File: src/rtl/ctrl.sv
// ctrl: multi-cycle RV32I main control, decode plus EXEC/MEM sequencer with branch flush bubble.
// Define CTRL_M_EXT_EN to decode M-extension ops on OP with func7=0000001.
module ctrl (
  input  logic       clk_i,
  input  logic       rst_ni,
  input  logic [4:0] opcode_i,
  input  logic [2:0] func3_i,
  input  logic [6:0] func7_i,
  input  logic       b_i,
  output logic [2:0] imm_type_o,
  output logic [1:0] inst_sel_o,
  output logic       reg_wr_o,
  output logic [3:0] alu_op_o,
  output logic [2:0] cmp_op_o,
  output logic [1:0] pc_sel_o,
  output logic       mem_sel_o,
  output logic [1:0] rd_sel_o,
  output logic       alu1_sel_o,
  output logic       alu2_sel_o,
  output logic [2:0] sel_type_o,
  output logic       we_o
);
  typedef enum logic {EXEC, MEM} state_t;
  state_t state_q, state_d;
  logic flush_q, flush_d;
  logic is_load, is_opimm, is_auipc, is_store, is_op, is_lui, is_br, is_jalr, is_jal;
  logic is_mem, taken;
  logic [3:0] base_op;
  assign is_load  = opcode_i == 5'b00000;
  assign is_opimm = opcode_i == 5'b00100;
  assign is_auipc = opcode_i == 5'b00101;
  assign is_store = opcode_i == 5'b01000;
  assign is_op    = opcode_i == 5'b01100;
  assign is_lui   = opcode_i == 5'b01101;
  assign is_br    = opcode_i == 5'b11000;
  assign is_jalr  = opcode_i == 5'b11001;
  assign is_jal   = opcode_i == 5'b11011;
  assign is_mem   = is_load | is_store;
  assign taken    = is_jal | is_jalr | (is_br & b_i);
  always_comb begin
    base_op = 4'b0000;
    case (func3_i)
      3'b000: base_op = (is_op && func7_i == 7'b0100000) ? 4'b0001 : 4'b0000;
      3'b001: base_op = 4'b0101;
      3'b010: base_op = 4'b1000;
      3'b011: base_op = 4'b1001;
      3'b100: base_op = 4'b0010;
      3'b101: base_op = func7_i[5] ? 4'b0111 : 4'b0110;
      3'b110: base_op = 4'b0011;
      3'b111: base_op = 4'b0100;
      default: base_op = 4'b0000;
    endcase
  end
`ifdef CTRL_M_EXT_EN
  // REM/REMU share the DIV/DIVU codes; func3[1] alone distinguishes them downstream
  logic [3:0] m_op;
  assign m_op = func3_i[2] ? {3'b111, func3_i[0]} : 4'b1010 + {2'b00, func3_i[1:0]};
  assign alu_op_o = (is_op && func7_i == 7'b0000001) ? m_op : (is_op | is_opimm) ? base_op : 4'b0000;
`else
  assign alu_op_o = (is_op | is_opimm) ? base_op : 4'b0000;
`endif
  assign imm_type_o = (is_lui | is_auipc) ? 3'b001 :
                      is_jal ? 3'b010 :
                      is_store ? 3'b011 :
                      (is_opimm | is_load | is_jalr) ? 3'b100 :
                      is_br ? 3'b101 : 3'b000;
  assign alu1_sel_o = is_jal | is_auipc | is_br;
  assign alu2_sel_o = ~is_op;
  assign cmp_op_o   = is_br ? func3_i : 3'b000;
  assign sel_type_o = is_mem ? func3_i : 3'b010;
  assign rd_sel_o   = is_load ? 2'b01 : (is_jal | is_jalr) ? 2'b10 : is_lui ? 2'b11 : 2'b00;
  always_ff @(posedge clk_i or negedge rst_ni) begin
    if (!rst_ni) begin
      state_q <= EXEC;
      flush_q <= 1'b0;
    end else begin
      state_q <= state_d;
      flush_q <= flush_d;
    end
  end
  // a flush cycle executes a bubble, so it neither starts a memory access nor re-flushes
  always_comb begin
    state_d    = (state_q == EXEC && !flush_q && is_mem) ? MEM : EXEC;
    flush_d    = state_q == EXEC && !flush_q && taken;
    reg_wr_o   = 1'b0;
    we_o       = 1'b0;
    mem_sel_o  = 1'b0;
    inst_sel_o = 2'b00;
    pc_sel_o   = 2'b00;
    if (!rst_ni) begin
      inst_sel_o = 2'b01;
      pc_sel_o   = 2'b11;
    end else if (flush_q) begin
      inst_sel_o = 2'b01;
    end else if (state_q == MEM) begin
      mem_sel_o  = 1'b1;
      inst_sel_o = 2'b10;
      we_o       = is_store;
      reg_wr_o   = is_load;
    end else if (is_mem) begin
      pc_sel_o = 2'b10;
    end else begin
      reg_wr_o = is_op | is_opimm | is_lui | is_auipc | is_jal | is_jalr;
      pc_sel_o = taken ? 2'b01 : 2'b00;
    end
  end
endmodule

File: config.mk
export PLATFORM = sky130hd
export DESIGN_NAME = ctrl
export DESIGN_NICKNAME = d
export VERILOG_FILES = /design/src/rtl/ctrl.sv
export SDC_FILE = /design/constraint.sdc
export NUM_CORES = 1
export LEC_CHECK = 0
export BUFFER_PORTS_ARGS = -buffer_cell sky130_fd_sc_hd__clkbuf_2
export CAP_MARGIN = 10
export CORE_AREA = 3 3 40 42
export CTS_CLUSTER_SIZE = 40
export DETAILED_ROUTE_END_ITERATION = 7
export DIE_AREA = 0 0 43 45
export PLACE_DENSITY_LB_ADDON = 0.15
export SYNTH_ARGS = -nofsm -noshare
export SYNTH_HDL_FRONTEND = slang
export SYNTH_SLANG_ARGS = --single-unit
File: constraint.sdc
create_clock -name clk_i -period 3.5 [get_ports clk_i]
set_clock_uncertainty 0.05 [all_clocks]
set_input_delay 0.175 -clock clk_i [delete_from_list [all_inputs] [get_ports clk_i]]
set_output_delay 0.175 -clock clk_i [all_outputs]
set_load 0.05 [all_outputs]
# ---- Yosys cells after proc, flatten, opt, wreduce, memory -nomap -nowiden
# Cells that the tools add are included.
dict set report totals {
  ff_bits 2
  input_bits 18
  output_inout_bits 24
  wordCells 74
}
dict set report op_classes {
  n_eq_ne 16
  muxes 33
  bitwise_logic 16
  n_reduce_logical 7
}
# op n
set ops {}
lappend ops {{$pmux W4 S8} 1}
lappend ops {{$mux W3} 7}
lappend ops {{$mux W2} 10}
lappend ops {{$eq A5 B4 Y1 const B} 3}
lappend ops {{$eq A5 B5 Y1 const B} 3}
lappend ops {{$mux W1} 14}
lappend ops {{$or A1 B1 Y1} 13}
lappend ops {{$eq A3 B3 Y1 const B} 4}
lappend ops {{$eq A5 B3 Y1 const B} 2}
lappend ops {{$eq A7 B6 Y1 const B} 1}
lappend ops {{$eq A3 B2 Y1 const B} 2}
lappend ops {{$logic_not A5 Y1} 1}
lappend ops {{$logic_and A1 B1 Y1} 4}
lappend ops {{$mux W4} 1}
lappend ops {{$eq A3 B1 Y1 const B} 1}
lappend ops {{$logic_not A3 Y1} 1}
lappend ops {{$not A1 Y1} 2}
lappend ops {{$and A1 B1 Y1} 1}
lappend ops {{$logic_not A1 Y1} 1}

# ---- Longest topological paths before layout
# Gate-level depths: netlist of the first run.
dict set report logic_depth {
  ltp_word 10
  ltp_mapped 4
  ltp_nobuf 3
}

# ---- Worst setup path before layout of the first run
# Ideal clock, no wire load.
dict set report synth_path {
  kind {register -> output}
  startpoint {register flush_q}
  endpoint {output port we_o}
  arrival_time_ps 2469
  required_time_ps 3275
  setup_slack_ps 806
  stages_incl_launch_ff 3
  path_buffers 0
  path_cell_list {dfrtp_1 -> nand2b_1 -> nor4_1}
}
dict set report synth_between {
  elab_chain_cells 2
}
# item line_no
set synth_rtl {}
lappend synth_rtl {{start, declared} 25} ;# logic flush_q, flush_d;
lappend synth_rtl {{start signal, assigned} 78} ;# flush_q <= flush_d;
lappend synth_rtl {{$mux W1} 93} ;# end else if (flush_q) begin
lappend synth_rtl {{$mux W1} 90} ;# if (!rst_ni) begin
lappend synth_rtl {{end, declared} 21} ;# output logic we_o
# No other way between the ends.

# ---- Worst setup path in the final report of the first run
dict set report layout_path {
  startpoint {register state_q}
  endpoint {output port reg_wr_o}
}
dict set report layout_between {
  elab_chain_cells 3
}
# item line_no
set layout_rtl {}
lappend layout_rtl {{start, declared} 24} ;# state_t state_q, state_d;
lappend layout_rtl {{start signal, assigned} 77} ;# state_q <= state_d;
lappend layout_rtl {{$mux W1} 95} ;# end else if (state_q == MEM) begin
lappend layout_rtl {{$mux W1} 93}
lappend layout_rtl {{$mux W1} 90}
lappend layout_rtl {{end, declared} 12} ;# output logic reg_wr_o,
# No other way between the ends.

==> reports/results.tsv, run 1 <==
stage	metric	value	unit
routing	first-pass iteration count of the detailed router	4	
power	Pleak	0.000365	uW
cts	# resized after CTS	0	
synthesis	Yosys reg bits	2	
synthesis	Synth area leader	dfrtp_1	
placement	Placed Area	666	um^2
setup_path	CP required	3.27	ns
timing	post-route setup slack	1.63	ns
final_layout	antenna cell count	0	
global_routing	GRT Total Usage	0.159	
cts	Clock Sinks	2	
timing	RSZ-0062 raised after global routing	no	
setup_path	Crit. End Element	primary output	
routing	Met2 Wirelength	661	um
routing	Via Count	633	
routing	Avg WL per Cell	11.2	um
cts	Worst-path clk slew	0.03	ns
job	Max-Cap Viols	0	
routing	routed wl met3	87	um
placement	HPWL after DPL	1.12	mm
timing	final setup violation count	0	
placement	gpl congestion	0.716	
global_routing	initial antenna violation count	0	
cts	CTS buffer count	3	
routing	DR top layer	met3	
routing	number of remaining DRC errors	0	
setup_path	R2R setup slack	2.61	ns
synthesis	Netlist cell types	33	
die	Top Ports	42	
power	PD cells	216	mW/mm^2
global_routing	first-pass GRT wire length	2.37	mm
cts	Max clock buf depth	2	
die	Starting Density	0.366	
timing	final setup TNS	0	ns
synthesis	sequential share of the synthesized area	0.106	
routing	antenna viol nets, final	0	
setup_path	Max FO, Critical Path	7	
synthesis	syn avg cell area	6.92	um^2
global_routing	vias in the first global route	546	
timing	Hold Fails Final Rpt	0	
timing	period utilisation layout	0.534	
synthesis	syn_nets	86	
cts	Root Driver	clkbuf_4	
placement	DP Worst Slack	1.85	ns
timing	worst slew pin tran	0.338	ns
final_layout	area grow syn2layout	48.4	%
final_layout	Final nets	129	
global_routing	largest net degree at the start of global routing	15	
timing	fin. max-slew vios	0	
routing	Via density	5.10	
routing	wl on met1	644	um
hold_path	hold crit path type	in2async	
synthesis	top cell type's share of synthesized area	0.106	
setup_path	slowest cell on the critical path	or4b_1	
timing	Slew HR	0.773	
setup_path	Setup Crit Path Kind	reg2out	
power	worst vdd ir	0.197	mV
synthesis	Synth area leaders	dfrtp_1, and2_1, nor2_1	
die	# rows	13	
synthesis	Mapped Area	470	um^2
timing	hold slack	0.245	ns
cts	postcts setup bufs	0	
final_layout	fin area	698	um^2
die	DIE AREA	0.00194	mm^2
cts	CTS H-tree depth	1	
timing	minimum clock period after layout	1.87	ns
final_layout	share of layout cells above drive strength 1	0.450	
die	Die W	43	um
routing	drt initial violations	7	
die	Core Box Area	0.00128	mm^2
outcome	status	finished, final reports clean	
synthesis	Post-Syn Instances	68	
setup_path	crit-path cells	or4b_1, a21oi_1, clkbuf_2	
die	DIE HEIGHT	45	um
placement	IO Port Bufs	41	
setup_path	Max stage delay on crit path	0.53	ns
cts	Worst-Skew Late Latency	0.22	ns
cts	CTS tree	yes	
synthesis	YS warnings	0	
routing	DRT Wirelength	1.39	mm
timing	Fmax achieved	535	MHz
global_routing	total grt overflow	0	
setup_path	Critical Path Start Type	flop	
setup_path	critical path arrival	1.64	ns
==> state kept, by name, summed over array words and instances (netlist names) <==
signal / cells
flush_q: 1
state_q: 1
==> cells by family (layout without fill, tap and decap cells) <==
| logic type | count (synthesis) | count (layout) | synth area share |
|---|---|---|---|
| compound gates | 11 | 11 | 0.154 |
| buf+inv | 6 | 47 | 0.0771 |
| flops | 2 | 2 | 0.106 |
| mux | 2 | 2 | 0.0426 |
| simple gates | 47 | 47 | 0.620 |
==> worst max-delay path: cells and delay by family, from the launching register on <==
family / cells / cell delay, ns
and+or+nand+nor: 1 / 0.53
buffers and inverters: 1 / 0.29
DFF: 1 / 0.45
AOI/OAI and AO/OA: 1 / 0.16
==> through the flow <==
stage	cells	power [uW]	utilization
after floorplan	68	78.2	-
after global placement	120	100	0.518
after detailed placement	120	102	0.518
after CTS	124	155	0.543
after global routing	124	165	0.543
final	124	151	0.543
==> cells in the mapped netlist <==
master / n
nor3b_1: 1
nand4_1: 1
nor4_1: 3
or3_2: 2
a21oi_1: 5
nor2_1: 9
dfrtp_1: 2
nor2b_1: 3
and2_2: 1
nand3b_1: 1
nor4_4: 1
and2_1: 6
or2b_1: 1
nand2b_1: 3
nor4b_1: 2
buf_4: 1
o41ai_1: 1
o21ai_0: 1
a21o_1: 1
or3_4: 1
inv_1: 2
nand3_1: 1
a21boi_0: 1
nor3_1: 2
and3_1: 2
or3_1: 1
buf_2: 2
mux2i_1: 2
a221oi_1: 1
a2bb2o_1: 1
or4b_1: 1
nand2_1: 5
buf_6: 1
==> layout make-up <==
type                    instances  area [um^2]
repair buffers                 42          215
inverters                       2         7.51
flip-flops and latches          2         50.0
clock buffers                   3         22.5
fillers                       137          587
multi-input cells              60          384
well taps                      15         18.8
==> worst paths after layout <==
| check | cells past startpoint | startpoint | end |
|---|---|---|---|
| max | 3 | state_q$_DFF_PN0_ | reg_wr_o |
| min | 2 | rst_ni | flush_q$_DFF_PN0_ |
| max in group asynchronous | 2 | rst_ni | state_q$_DFF_PN0_ |
| min reg2reg | 1 | flush_q$_DFF_PN0_ | state_q$_DFF_PN0_ |
| min in group clk_i | 2 | opcode_i[2] | state_q$_DFF_PN0_ |
| max reg2reg | 1 | state_q$_DFF_PN0_ | flush_q$_DFF_PN0_ |
==> power by group <==
part | leakage, uW | internal, uW | switching, uW
sequential | 0.0000274 | 24.0 | 1.19
clock | 0.0000138 | 37.7 | 11.5
combinational | 0.000324 | 23.8 | 53.0
total | 0.000365 | 85.4 | 65.6
==> routing by layer <==
layer  GRT usage  up-vias
met3      0.0398        0
met5           0        -
li1            -      328
met4      0.0542        0
met1       0.206      284
met2       0.257       21
==> layout by cell type, fill, tap and decap left out <==
| master | n |
|---|---|
| clkbuf_2 | 41 |
| nor2_1 | 9 |
| and2_1 | 6 |
| nand2_1 | 5 |
| a21oi_1 | 5 |
| nor2b_1 | 3 |
| nand2b_1 | 3 |
| nor4_1 | 3 |
| clkbuf_4 | 3 |
| nor3_1 | 2 |
| and3_1 | 2 |
| mux2i_1 | 2 |
| nor4b_1 | 2 |
| or3_2 | 2 |
| inv_1 | 2 |
| dfrtp_1 | 2 |
| and2_2 | 1 |
| nand4_1 | 1 |
| a221oi_1 | 1 |
| a21boi_0 | 1 |
| or3_4 | 1 |
| or3_1 | 1 |
| nand3b_1 | 1 |
| nand3_1 | 1 |
| or2b_1 | 1 |
| nor3b_1 | 1 |
| a2bb2o_1 | 1 |
| a21o_1 | 1 |
| o41ai_1 | 1 |
| nor4_4 | 1 |
| o21ai_0 | 1 |
| or4b_1 | 1 |
| dlygate4sd3_1 | 1 |
==> what timing repair did <==
action / CTS / global route
endpoints found under the setup margin: 0 / 0
hold endpoints to repair: 2 / 0
hold buffers: 1 / 0
(Power assumes the default switching activity.)
==> run 2: changes to the inputs <==
--- a/config.mk
+++ b/config.mk
@@ -5,12 +5,13 @@
 export SDC_FILE = /design/constraint.sdc
 export NUM_CORES = 1
 export LEC_CHECK = 0
+export ABC_AREA = 1
 export BUFFER_PORTS_ARGS = -buffer_cell sky130_fd_sc_hd__clkbuf_2
 export CAP_MARGIN = 10
-export CORE_AREA = 3 3 40 42
+export CORE_MARGIN = 3
+export CORE_UTILIZATION = 31
 export CTS_CLUSTER_SIZE = 40
 export DETAILED_ROUTE_END_ITERATION = 7
-export DIE_AREA = 0 0 43 45
 export PLACE_DENSITY_LB_ADDON = 0.15
 export SYNTH_ARGS = -nofsm -noshare
 export SYNTH_HDL_FRONTEND = slang
==> constraint.sdc (replaced) <==
create_clock -name clk_i -period 1.7 [get_ports clk_i]
set_clock_uncertainty 0.05 [all_clocks]
set_input_delay 0.085 -clock clk_i [delete_from_list [all_inputs] [get_ports clk_i]]
set_output_delay 0.085 -clock clk_i [all_outputs]
set_load 0.05 [all_outputs]
==> reports/results.tsv, run 2 <==
stage	metric	value	unit	change
global_routing	initial antenna violation count	0		unchanged
setup_path	Setup Crit Path Kind	in2out		was reg2out
setup_path	CP required	1.56	ns	was 3.27 ns
setup_path	Max FO, Critical Path	6		was 7
die	Die W	43.4	um	was 43 um
routing	antenna viol nets, final	0		unchanged
synthesis	most common flop cell mapped by yosys	dfrtp_1		unchanged
timing	Slew HR	0.812		was 0.773
hold_path	hold crit path type	in2reg		was in2async
synthesis	top cell type's share of synthesized area	0.190		was 0.106
placement	HPWL after DPL	1.11	mm	was 1.12 mm
setup_path	critical path arrival	1.36	ns	was 1.64 ns
routing	DRT Wirelength	1.27	mm	was 1.39 mm
cts	Root Driver	clkbuf_4		unchanged
final_layout	area grow syn2layout	57.1	%	was 48.4%
synthesis	sequential share of the synthesized area	0.115		was 0.106
cts	CTS tree	yes		unchanged
final_layout	most common cell after layout, fill and taps aside	clkbuf_2		unchanged
cts	Worst-Skew Late Latency	0.22	ns	about the same
cts	postcts setup bufs	0		unchanged
synthesis	Synth area leader	nand2_1		was dfrtp_1
global_routing	first-pass GRT wire length	1.93	mm	was 2.37 mm
global_routing	largest net degree at the start of global routing	7		was 15
cts	Worst-path clk slew	0.03	ns	about the same
final_layout	biggest regs	flush_q (1), state_q (1)		unchanged
synthesis	syn avg cell area	5.11	um^2	was 6.92 um^2
setup_path	Crit. End Element	primary output		unchanged
die	# rows	12		was 13
timing	worst slew pin tran	0.283	ns	was 0.338 ns
placement	DP Worst Slack	0.463	ns	was 1.85 ns
synthesis	Mapped Area	434	um^2	was 470 um^2
outcome	status	finished, final reports clean		unchanged
setup_path	Critical Path Start Type	primary input		was flop
die	DIE HEIGHT	43.4	um	was 45 um
cts	# resized after CTS	0		unchanged
routing	Via density	4.61		was 5.10
routing	first-pass iteration count of the detailed router	4		unchanged
routing	Avg WL per Cell	8.87	um	was 11.2 um
cts	CTS buffer count	3		unchanged
synthesis	Netlist cell types	17		was 33
cts	Max clock buf depth	2		unchanged
routing	drt initial violations	10		was 7
synthesis	async set-reset flop share out of synthesis	1.00		unchanged
synthesis	Post-synth EDFFs	0		unchanged
power	worst vdd ir	0.397	mV	was 0.197 mV
final_layout	FILL cells	131		was 137
timing	post-route setup slack	0.202	ns	was 1.63 ns
synthesis	YS warnings	0		unchanged
die	Top Ports	42		unchanged
routing	Via Count	659		was 633
timing	final setup TNS	0	ns	unchanged
synthesis	syn_nets	103		was 86
cts	hold-fix buffer count after cts	1		unchanged
timing	fin. max-slew vios	0		unchanged
timing	Fmax achieved	667	MHz	
global_routing	vias in the first global route	510		was 546
final_layout	share of layout cells above drive strength 1	0.442		was 0.450
synthesis	most common cell in the netlist	nand2_1		was nor2_1
routing	number of remaining DRC errors	0		unchanged
timing	Hold Fails Final Rpt	0		unchanged
timing	minimum clock period after layout	1.50	ns	
synthesis	Yosys reg bits	2		unchanged
final_layout	commonest non-fill, non-tap cells in the layout	clkbuf_2, nand2_1, inv_1, nor2_1, nand3_1		was clkbuf_2, nor2_1, and2_1, nand2_1, a21oi_1
final_layout	Final nets	149		was 129
placement	gpl congestion	0.812		was 0.716
timing	final setup violation count	0		unchanged
synthesis	Synth area leaders	nand2_1, inv_1, nor2_1		was dfrtp_1, and2_1, nor2_1
global_routing	total grt overflow	0		unchanged
synthesis	top cells by count, synth	nand2_1, inv_1, nor2_1		was nor2_1, and2_1, a21oi_1, nand2_1
power	Pleak	0.000441	uW	was 0.000365 uW
die	Starting Density	0.361		was 0.366
cts	CTS H-tree depth	1		unchanged
final_layout	antenna cell count	0		unchanged
power	PD cells	455	mW/mm^2	was 216 mW/mm^2
job	Max-Cap Viols	0		unchanged
die	DIE AREA	0.00189	mm^2	was 0.00194 mm^2
die	Core Box Area	0.00120	mm^2	was 0.00128 mm^2
timing	RSZ-0062 raised after global routing	no		unchanged
placement	IO Port Bufs	41		unchanged
cts	Clock Sinks	2		unchanged
setup_path	R2R setup slack	0.89	ns	was 2.61 ns
timing	period utilisation layout	0.881		
synthesis	Post-Syn Instances	85		was 68
global_routing	GRT Total Usage	0.127		was 0.159
## run 2: changes by cell type after synthesis, sizes merged, moves of 4 or more
cell   change
and2       -7
inv       +15
nand2     +20
nand3      +7
nor2      +10
nor4       -4
or3        -4
## run 2: worst paths after layout
kind	cells after the start	startpoint	to
min in group asynchronous	2	rst_ni	flush_q$_DFF_PN0_
setup reg to reg	3	state_q$_DFF_PN0_	state_q$_DFF_PN0_
setup / recovery	5	rst_ni	reg_wr_o
hold reg to reg	3	flush_q$_DFF_PN0_	flush_q$_DFF_PN0_
hold / removal	5	b_i	flush_q$_DFF_PN0_
max in group asynchronous	2	rst_ni	state_q$_DFF_PN0_
## run 2: where the power goes
part           internal (uW)  leakage, uW  switching (uW)
clock network           77.7    0.0000138            25.5
registers               49.4    0.0000274           0.825
logic                   42.5     0.000400             114
total                    170     0.000441             140
## run 2: layout make-up
type                    count  area [um^2]  area share
multi-input cells          65          313       0.459
repair buffers             42          215       0.316
inverters                  17         63.8      0.0936
flip-flops and latches      2         50.0      0.0734
clock buffers               3         22.5      0.0330
well taps                  14         17.5      0.0257
## run 2: logic make-up (layout without fill, tap and decap cells)
logic type	after synthesis	count (layout)	share of synthesized area
AOI/OAI and AO/OA	10	10	0.156
buffers and inverters	18	62	0.164
DFF	2	2	0.115
and+or+nand+nor	55	55	0.565
## run 2: through the flow
stage / cells / utilization / area [um^2] / hold slack, ns / power (uW)
floorplan: 85 / - / 434 / -0.261 / 154
global placement: 139 / 0.541 / 649 / -0.146 / 205
detailed placement: 139 / 0.541 / 649 / -0.146 / 206
CTS: 143 / 0.568 / 682 / 0.150 / 314
global route: 143 / 0.568 / 682 / 0.169 / 335
finish: 143 / 0.568 / 682 / 0.152 / 310
## run 2: metal layers
layer	share of wire	vias to the layer above	GRT usage
met5	0	-	0
met4	0	0	0.0361
met3	0.11	0	0.0373
met2	0.45	33	0.192
met1	0.44	268	0.174
li1	-	358	-
## run 2: worst max-delay path, cell delays in order
cell           delay (ns)
dlygate4sd3_1        0.52
clkbuf_2             0.17
nand3_1              0.15
o21ai_2              0.16
clkbuf_2             0.28
==> run 3: changes to the inputs <==
--- a/config.mk
+++ b/config.mk
@@ -8,7 +8,7 @@
 export ABC_AREA = 1
 export BUFFER_PORTS_ARGS = -buffer_cell sky130_fd_sc_hd__clkbuf_2
 export CAP_MARGIN = 10
-export CORE_MARGIN = 3
+export CORE_MARGIN = 2
 export CORE_UTILIZATION = 31
 export CTS_CLUSTER_SIZE = 40
 export DETAILED_ROUTE_END_ITERATION = 7
==> reports/results.tsv, run 3 (synthesis gave the netlist of run 2 again) <==
stage	metric	value	unit	change
placement	IO Port Bufs	41		unchanged
final_layout	area occupied by registers	50.0	um^2	unchanged
setup_path	Setup Crit Path Kind	in2out		unchanged
power	sw frac	0.449		was 0.453
final_layout	FILL cells	157		was 131
global_routing	GRT Total Usage	0.150		was 0.127
timing	fin. max-slew vios	0		unchanged
placement	placed insts	140		was 139
setup_path	Max stage delay on crit path	0.52	ns	about the same
setup_path	critical path arrival	1.36	ns	about the same
setup_path	most used cell, CP	clkbuf_2		unchanged
final_layout	Final nets	149		unchanged
setup_path	Crit. End Element	primary output		unchanged
die	Starting Density	0.334		was 0.361
timing	Slew HR	0.811		was 0.812
power	Clk pwr share	0.327		was 0.333
final_layout	area of the multi-input gates	313	um^2	unchanged
power	Flop pwr share	0.163		was 0.162
die	# rows	13		was 12
die	DIE AREA	0.00172	mm^2	was 0.00189 mm^2
cts	CTS tree	yes		unchanged
timing	minimum clock period after layout	1.49	ns	was 1.50 ns
timing	Fmax achieved	670	MHz	was 667 MHz
final_layout	commonest non-fill, non-tap cells in the layout	clkbuf_2, nand2_1, inv_1, nor2_1, nand3_1		unchanged
routing	DRT Wirelength	1.26	mm	was 1.27 mm
setup_path	Max FO, Critical Path	6		unchanged
routing	first-pass iteration count of the detailed router	4		unchanged
routing	Via density	4.61		about the same
die	Die W	41.4	um	was 43.4 um
cts	Max clock buf depth	2		unchanged
global_routing	total grt overflow	0		unchanged
timing	period utilisation layout	0.878		was 0.881
routing	Via Count	664		was 659
hold_path	hold crit path type	in2async		was in2reg
power	switching power	138	uW	was 140 uW
timing	final setup violation count	0		unchanged
timing	worst slew pin tran	0.285	ns	was 0.283 ns
cts	Root Driver	clkbuf_4		unchanged
setup_path	Critical Path Start Type	primary input		unchanged
timing	Hold Fails Final Rpt	0		unchanged
setup_path	CP required	1.56	ns	about the same
die	Core Box Area	0.00130	mm^2	was 0.00120 mm^2
cts	Worst-Skew Late Latency	0.22	ns	about the same
power	PD cells	450	mW/mm^2	was 455 mW/mm^2
final_layout	most common cell after layout, fill and taps aside	clkbuf_2		unchanged
power	Pleak	0.000441	uW	unchanged
setup_path	crit-path cells	dlygate4sd3_1, clkbuf_2, nand3_1, o21ai_2, clkbuf_2		unchanged
routing	drt initial violations	14		was 10
final_layout	biggest regs	flush_q (1), state_q (1)		unchanged
global_routing	vias in the first global route	558		was 510
power	worst vdd ir	0.396	mV	was 0.397 mV
global_routing	initial antenna violation count	0		unchanged
routing	number of remaining DRC errors	0		unchanged
routing	Avg WL per Cell	8.73	um	was 8.87 um
timing	RSZ-0062 raised after global routing	no		unchanged
placement	HPWL after DPL	1.06	mm	was 1.11 mm
global_routing	first-pass GRT wire length	2.17	mm	was 1.93 mm
cts	CTS H-tree depth	1		unchanged
die	Top Ports	42		unchanged
die	DIE HEIGHT	41.4	um	was 43.4 um
cts	postcts setup bufs	0		unchanged
final_layout	antenna cell count	0		unchanged
power	Pint	169	uW	was 170 uW
cts	Clock Sinks	2		unchanged
cts	Worst-path clk slew	0.03	ns	about the same
placement	gpl congestion	0.783		was 0.812
final_layout	share of layout cells above drive strength 1	0.442		unchanged
routing	antenna viol nets, final	0		unchanged
outcome	status	finished, final reports clean		unchanged
global_routing	largest net degree at the start of global routing	7		unchanged
power	Logic pwr share	0.509		was 0.505
final_layout	Final Instance Count excl. Fillers	144		was 143
final_layout	area grow syn2layout	57.3	%	was 57.1%
setup_path	slowest cell on the critical path	dlygate4sd3_1		unchanged
timing	final setup TNS	0	ns	unchanged
job	Max-Cap Viols	0		unchanged
cts	CTS buffer count	3		unchanged
[run 3: layout make-up]
class,count,area share
inverters,17,0.0934
well taps,15,0.0275
clock buffers,3,0.0330
multi-input cells,65,0.458
flip-flops and latches,2,0.0733
repair buffers,42,0.315
[run 3: final timing paths]
path | from | to | slack (ns) | cells after the start
hold reg to reg | flush_q$_DFF_PN0_ | state_q$_DFF_PN0_ | 0.51 | 3
setup / recovery | rst_ni | reg_wr_o | 0.21 | 5
setup reg to reg | state_q$_DFF_PN0_ | state_q$_DFF_PN0_ | 0.90 | 3
hold / removal | rst_ni | flush_q$_DFF_PN0_ | 0.17 | 2
min in group clk_i | b_i | flush_q$_DFF_PN0_ | 0.18 | 5
max in group asynchronous | rst_ni | state_q$_DFF_PN0_ | 1.29 | 2
[run 3: worst max-delay path, delay by kind of cell]
kind / cells / cell delay, ns
buffers and inverters: 3 / 0.97
AO/OA/AOI/OAI: 1 / 0.15
AND/OR/NAND/NOR: 1 / 0.15
[run 3: power groups by stage]
stage / Sequential, uW / Combinational [uW] / Clock [uW]
floorplan: 50.6 / 104 / 0
global placement: 50.8 / 154 / 0
detailed placement: 50.8 / 155 / 0
CTS: 50.3 / 158 / 105
global route: 50.4 / 172 / 108
finish: 50.3 / 157 / 101
[run 3: per-layer routing]
metal  track usage  share of wire
met5             0              0
met4        0.0194              0
met3        0.0304          0.088
met2         0.269           0.46
met1         0.187           0.45
[run 3: timing repair]
action / CTS / global route
endpoints found under the hold margin: 2 / 0
resized for setup: 0 / 0
hold buffers: 1 / 0
[run 3: stage by stage]
stage / setup slack, ns / utilization / total power (uW) / hold WS [ns] / area, um^2
floorplan: 0.0603 / - / 154 / -0.261 / 434
global placement: 0.491 / 0.500 / 205 / -0.147 / 651
detailed placement: 0.461 / 0.500 / 206 / -0.142 / 651
CTS: 0.192 / 0.525 / 313 / 0.164 / 683
global route: 0.107 / 0.525 / 330 / 0.191 / 683
finish: 0.207 / 0.525 / 308 / 0.167 / 683
